**src/rtl/ex_mem.sv**
```systemverilog
// ex_mem: EX -> MEM pipeline register with valid/ready handshakes on both sides.
//
// Optional feature macro: EX_MEM_SKID_EN
//   defined   : main + skid entry (EMPTY/ONE/TWO); ex_ready is a flop output,
//               so there is no combinational path from mem_ready to ex_ready.
//   undefined : main entry only (EMPTY/ONE); ex_ready = !mem_valid || mem_ready.
//
// Ports:
//   clk, rst_n          clock (rising edge), async active-low reset
//   flush               synchronous discard of every held entry
//   ex_valid/ex_ready   upstream handshake
//   ex_op .. ex_reg_waddr    instruction fields from EX
//   mem_valid/mem_ready downstream handshake
//   mem_op .. mem_reg_waddr  instruction fields presented to MEM (main entry)
//
// Field widths: Oper_t = 8 bits (OP_NOP = 8'h00), InstAddr_t/Word_t = 32,
// Bit_t = 1, RegAddr_t = 5.
module ex_mem (
  input  logic        clk,
  input  logic        rst_n,
  input  logic        flush,
  input  logic        ex_valid,
  output logic        ex_ready,
  input  logic [7:0]  ex_op,
  input  logic [31:0] ex_pc,
  input  logic [31:0] ex_result,
  input  logic [31:0] ex_store_data,
  input  logic        ex_reg_we,
  input  logic [4:0]  ex_reg_waddr,
  output logic        mem_valid,
  input  logic        mem_ready,
  output logic [7:0]  mem_op,
  output logic [31:0] mem_pc,
  output logic [31:0] mem_result,
  output logic [31:0] mem_store_data,
  output logic        mem_reg_we,
  output logic [4:0]  mem_reg_waddr
);

  localparam logic [7:0] OP_NOP = 8'h00;

  typedef struct packed {
    logic [7:0]  op;
    logic [31:0] pc;
    logic [31:0] result;
    logic [31:0] store_data;
    logic        reg_we;
    logic [4:0]  reg_waddr;
  } entry_t;

  typedef enum logic [1:0] {S_EMPTY, S_ONE, S_TWO} state_t;

  state_t state_q, state_d;
  entry_t main_q, main_d, in_e;
  logic   accept, consume;

  assign in_e    = '{op: ex_op, pc: ex_pc, result: ex_result,
                     store_data: ex_store_data, reg_we: ex_reg_we,
                     reg_waddr: ex_reg_waddr};
  assign mem_valid = (state_q != S_EMPTY);
  assign accept    = ex_valid && ex_ready;
  assign consume   = mem_valid && mem_ready;

`ifdef EX_MEM_SKID_EN
  entry_t skid_q, skid_d;
  logic   ex_ready_q;

  assign ex_ready = ex_ready_q;

  always_comb begin
    state_d = state_q;
    main_d  = main_q;
    skid_d  = skid_q;
    case (state_q)
      S_EMPTY: if (accept) begin
        state_d = S_ONE;
        main_d  = in_e;
      end
      S_ONE: begin
        if (accept && consume) begin
          main_d = in_e;
        end else if (accept) begin
          // MEM stalled: park the newcomer behind the held instruction
          state_d = S_TWO;
          skid_d  = in_e;
        end else if (consume) begin
          state_d = S_EMPTY;
        end
      end
      S_TWO: if (consume) begin
        state_d = S_ONE;
        main_d  = skid_q;
      end
      default: state_d = S_EMPTY;
    endcase
    if (flush) state_d = S_EMPTY;
  end

  always_ff @(posedge clk or negedge rst_n) begin
    if (!rst_n) begin
      skid_q     <= '0;
      ex_ready_q <= 1'b1;
    end else begin
      skid_q     <= skid_d;
      // mirrors next state so ex_ready comes straight from a flop
      ex_ready_q <= (state_d != S_TWO);
    end
  end
`else
  assign ex_ready = !mem_valid || mem_ready;

  always_comb begin
    state_d = state_q;
    main_d  = main_q;
    case (state_q)
      S_EMPTY: if (accept) begin
        state_d = S_ONE;
        main_d  = in_e;
      end
      S_ONE: begin
        // in ONE an accept implies a consume, so it is a straight replace
        if (accept)       main_d  = in_e;
        else if (consume) state_d = S_EMPTY;
      end
      default: state_d = S_EMPTY;
    endcase
    if (flush) state_d = S_EMPTY;
  end
`endif

  always_ff @(posedge clk or negedge rst_n) begin
    if (!rst_n) begin
      state_q <= S_EMPTY;
      main_q  <= '{op: OP_NOP, default: '0};
    end else begin
      state_q <= state_d;
      main_q  <= main_d;
    end
  end

  // op and reg_we are gated so an idle slot reads as a harmless bubble
  assign mem_op         = mem_valid ? main_q.op : OP_NOP;
  assign mem_reg_we     = mem_valid && main_q.reg_we;
  assign mem_pc         = main_q.pc;
  assign mem_result     = main_q.result;
  assign mem_store_data = main_q.store_data;
  assign mem_reg_waddr  = main_q.reg_waddr;

endmodule

```
**config.mk**
```make
export PLATFORM = sky130hd
export DESIGN_NAME = ex_mem
export DESIGN_NICKNAME = d
export VERILOG_FILES = /design/src/rtl/ex_mem.sv
export SDC_FILE = /design/constraint.sdc
export NUM_CORES = 1
export LEC_CHECK = 0
export ABC_CLOCK_PERIOD_IN_PS = 1200
export BUFFER_PORTS_ARGS = -buffer_cell sky130_fd_sc_hd__clkbuf_2
export CELL_PAD_IN_SITES_DETAIL_PLACEMENT = 2
export CELL_PAD_IN_SITES_GLOBAL_PLACEMENT = 2
export CORE_AREA = 2 2 119 168
export CTS_CLUSTER_SIZE = 20
export DETAILED_ROUTE_END_ITERATION = 10
export DIE_AREA = 0 0 121 170
export PLACE_DENSITY = 0.85
export RECOVER_POWER = 100
export SLEW_MARGIN = 30
export SYNTH_ARGS = -nofsm -noshare
export SYNTH_HDL_FRONTEND = slang
export SYNTH_SLANG_ARGS = --single-unit
```
**constraint.sdc**
```tcl
create_clock -name clk -period 1.2 [get_ports clk]
set_input_delay 0.12 -clock clk [delete_from_list [all_inputs] [get_ports clk]]
set_output_delay 0.12 -clock clk [all_outputs]
set_load 0.01 [all_outputs]
```
# After elaboration in Yosys (flattened, before gate mapping)
# Index checks and enable logic that the tools add are counted.
[totals] register_bits=112 inputBits=115 wordCells=27
[classes] eq_ne=4 n_mux=6 reduce_logical=10
[op_table] cell="$ne 3x3->1 const B" n=3
[op_table] cell="$mux 2" n=4
[op_table] cell="$mux 8" n=1
[op_table] cell="$pmux 2 s2" n=1
[op_table] cell="$logic_and 1x1->1" n=3
[op_table] cell="$reduce_and 3->1" n=1
[op_table] cell="$eq 2x1->1 const B" n=1
[op_table] cell="$logic_not 2->1" n=1
[op_table] cell="$reduce_and 2->1" n=1
[op_table] cell="$reduce_bool 2->1" n=1
[op_table] cell="$reduce_or 2->1" n=1
[op_table] cell="$logic_not 1->1" n=1
[op_table] cell="$logic_or 1x1->1" n=1

# Longest topological paths before layout
[depth] ltp_word=7 depth_mapped=5 depth_no_buf=3

# Worst setup path after synthesis
# No wires, ideal clock.
[synth_path] path_type="reg2reg" from="register state_q[0]" to="register main_q[107] (netlist bit)" setup_time_ns=0.125 arrival_time_ns=1.317 t_required_ns=1.075 path_slack_ns=-0.242 stages_incl_launch_ff=6 path_buffers=2 period_less_slack_ns=1.442 cell_sequence="dfrtp_1 -> nand2b_2 -> nand2_4 -> buf_12 -> buf_12 -> mux2_4"
[synth_via] elab_chain_len=5
[synth_lines] element="start: declaration" line_no="53" text="state_t state_q, state_d;"
[synth_lines] element="start signal: assignment" line_no="136" text="state_q <= state_d;"
[synth_lines] element="$reduce_bool 2->1" line_no="60" text="assign mem_valid = (state_q != S_EMPTY);"
[synth_lines] element="$logic_not 1->1" line_no="110" text="assign ex_ready = !mem_valid || mem_ready;"
[synth_lines] element="$logic_or 1x1->1" line_no="110"
[synth_lines] element="via ex_ready" line_no="23" text="output logic ex_ready,"
[synth_lines] element="$logic_and 1x1->1" line_no="61" text="assign accept = ex_valid && ex_ready;"
[synth_lines] element="$reduce_and 2->1 (no line)"
[synth_lines] element="end signal: assignment" line_no="137" text="main_q <= main_d;"
[synth_lines] element="end: declaration" line_no="54" text="entry_t main_q, main_d, in_e;"
# The timed path passes the listed nets, and every way through them passes these cells.
# A chain may end at the register's enable or synchronous reset.

# Worst setup path after layout
[layout_path] from="register state_q[0]" to="register main_q, in the netlist mem_store_data[30]"
[layout_via] elab_chain_len=5
[layout_lines] element="$reduce_bool 2->1" line_no="60"
[layout_lines] element="$logic_not 1->1" line_no="110"
[layout_lines] element="$logic_or 1x1->1" line_no="110"
[layout_lines] element="$logic_and 1x1->1" line_no="61"
[layout_lines] element="$reduce_and 2->1 (no line) *"
# Every way passes the cells marked *; elsewhere a longest branch is shown, timed or not.

==> flow_summary_export.csv <==
group,metric,value,unit
cts,cts_tree,"built",
setup_path,reg2regPathDepth,4,
cts,htreeDepth,3,
timing,rsz0062_at_grt,"true",
placed_design,routabilityCongestion,0.708,
setup_path,cp.arrival,1.55,ns
final_layout,n_antenna_cell,0,
placed_design,place_area,6030,µm²
yosys,yosys-top-cells-area,"dfrtp_1 51%, mux2_4 27%, buf_4 14%",
global_route,grt_pass1_vias,4004,
outcome,status,"finished, violations left",
worst_hold_path,min_from,"ex_pc[12]",
floorplanning,dieArea,20600,µm²
global_route,grt_max_degree,112,
yosys,yosysTopAreaCellShare,50.8,%
yosys,syn_area_per_cell,15.7,µm²
setup_path,r2r_end,"mem_store_data[30]",
timing,skew,0.00764,ns
setup_path,end_kind,"flip-flop",
yosys,synth_top_cell_by_area,"dfrtp_1",
timing,max_freq,753,MHz
yosys,yosys_warnings,0,
timing,period_share,111,%
setup_path,worstReg2RegStart,"state_q[0]",
cts,path_clk_slew,0.07,ns
timing,setup_tns,-11.52,ns
yosys,netlist_top_cells_count,"111 x dfrtp_1, 102 x buf_4, 100 x mux2_4",
yosys,syn-num-nets,462,
global_route,grt-ovfl-total,0,
route,via_per_inst,4.06,
setup_path,crit_fanout,20,
power_and_ir_drop,ir_worst_vdd,0.545,mV
route,firstDrtPassIters,4,
timing,setup_viol,120,
final_layout,area_growth,33.8,%
placed_design,io_buffers,226,
timing,report.final.slew_viol_count,0,
setup_path,cp.required,1.43,ns
floorplanning,die_y,170,µm
cts,cts_max_path_buffers,2,
timing,hold_viol,0,
final_layout,drive_gt1_share,46.8,%
power_and_ir_drop,p_per_area,1370,nW/µm²
worst_hold_path,whs_path_depth,2,
run,cap_viol_max_count,0,
final_layout,post-route-util,38.5,%
cts,cts.sinks,111,
cts,clk_latency,0.35,ns
route,drt_iter0_drc,70,
placed_design,dp.cells,716,
yosys,synth_edf_count,0,
setup_path,cp-start-kind,"flip-flop",
final_layout,fillers,1975,
setup_path,rrSetupSlack,-0.13,ns
power_and_ir_drop,fin_total_pwr,10.0,mW
route,routed_wl,15100,µm
route,ant_nets,0,
final_layout,nets,691,
worst_hold_path,hold_end,"mem_pc[12]",
setup_path,path_class,"flip-flop to flip-flop",
yosys,yosysSeqAreaShare,50.8,%
global_route,grt.total_usage,13.7,%
yosys,postSynthCellCount,347,
route,routed_wire_length_per_instance,18.2,µm
cts,cts-root-buf,"clkbuf_16",
global_route,grt_pass1_wl,21700,µm
outcome,violations,"setup timing",
floorplanning,die_width,121,µm
route,vias,3366,
floorplanning,fp-row-count,60,
worst_hold_path,min_path_type,"input port to flip-flop",
timing,maxSlewHeadroom,44.1,%
final_layout,fin_cells,829,
yosys,synth_seq_cells,111,
cts,cts_buffers,9,
yosys,ys_types,10,
timing,min_period,1.33,ns
floorplanning,coreArea,19000,µm²
floorplanning,initial_utilization,28.8,%
global_route,antenna_found_initial,0,
route,drc,0,
timing,worst_pin_slew,0.838,ns
yosys,ys.flop_type,"dfrtp_1",
yosys,yosysMostFrequentCell,"dfrtp_1",
floorplanning,num_io_pins,227,
yosys,synth-async-reset-ratio,100,%
power_and_ir_drop,p_leak,3.54,nW
placed_design,dpl.hpwl,9510,µm
yosys,synth_area,5460,µm²
timing,timing.final.ws_setup,-0.127,ns
final_layout,design_area,7310,µm²
## flip-flops by register name, summed over array words and instances, names as in the netlist
register,count
mem_store_data,32
mem_pc,32
mem_reg_waddr,5
state_q,1
main_q,9
mem_result,32
## how the worst max path moves through the flow
stage	start	end	slack (ns)	cells after the start
global placement	state_q[0]	mem_pc[8]	-0.1	4
CTS	state_q[0]	mem_result[25]	-0.15	4
detailed placement	state_q[0]	mem_result[6]	-0.12	4
floorplan	state_q[0]	main_q[107]	-0.14	5
finish	state_q[0]	mem_store_data[30]	-0.13	4
global route	state_q[0]	mem_op[1]	-0.16	3
## worst max-delay path: stages (launching register included)
cell,delay [ns]
dfrtp_2,0.43
nand2b_4,0.13
nand2_8,0.10
clkbuf_16,0.22
mux2_4,0.31
## repair_timing
item                                    CTS  global route
gates resized for setup                  12             2
endpoints found under the setup margin  121           121
hold buffers                             83             8
setup buffers                             0             1
hold endpoints to repair                193             8
pin swaps                                 0             0
cloned                                    0             5
## placed cells by master, fill, tap and decap left out
cell type	instances
inv_6	3
dlygate4sd3_1	91
clkbuf_16	13
and2_1	4
clkbuf_2	123
clkbuf_1	102
inv_1	1
bufinv_16	2
mux2_4	100
clkinv_2	1
buf_4	2
clkinv_4	1
buf_8	3
nand2b_4	1
a21oi_1	1
nand2_4	1
dfrtp_2	1
buf_6	3
dfrtp_1	110
buf_16	2
nand2_8	1
and2_4	5
mux2_2	10
## area by class of cell
cell class              count  area [µm²]  area share [%]
flip-flops and latches    111        2780            38.0
clock inverters             7         100            1.37
clock buffers               9         225            3.08
well taps                 248         310            4.25
repair buffers            330        2160            29.5
multi-input cells         123        1730            23.7
inverters                   1        3.75          0.0514
## cell families (layout without fill, tap and decap cells)
group | after synthesis | in the layout | synth area share [%]
buffers and inverters | 114 | 347 | 18.1
DFF | 111 | 111 | 50.8
muxes | 110 | 110 | 29.5
and+or+nand+nor | 11 | 12 | 1.40
AOI/OAI and AO/OA | 1 | 1 | 0.0915
## through the flow
step | hold WS (ns) | setup WS [ns]
floorplan | -0.176 | -0.139
global placement | 0.239 | -0.0953
detailed placement | 0.267 | -0.116
CTS | 0.000398 | -0.149
global route | -0.00389 | -0.155
finish | 0.0137 | -0.127
## routing by layer
metal	track usage, %	wire length (µm)	vias up
met1	14.0	5480	1699
met4	4.20	216	0
met2	26.5	8540	141
met5	0	0	-
met3	3.85	851	16
li1	-	-	1510
## power breakdown
group          internal, mW  switching, mW  total (mW)
logic                  1.28          0.962        2.24
registers              4.21          0.310        4.52
clock network          1.85           1.40        3.25
total                  7.34           2.67        10.0
No activity file was read; power rests on OpenSTA's default activity.
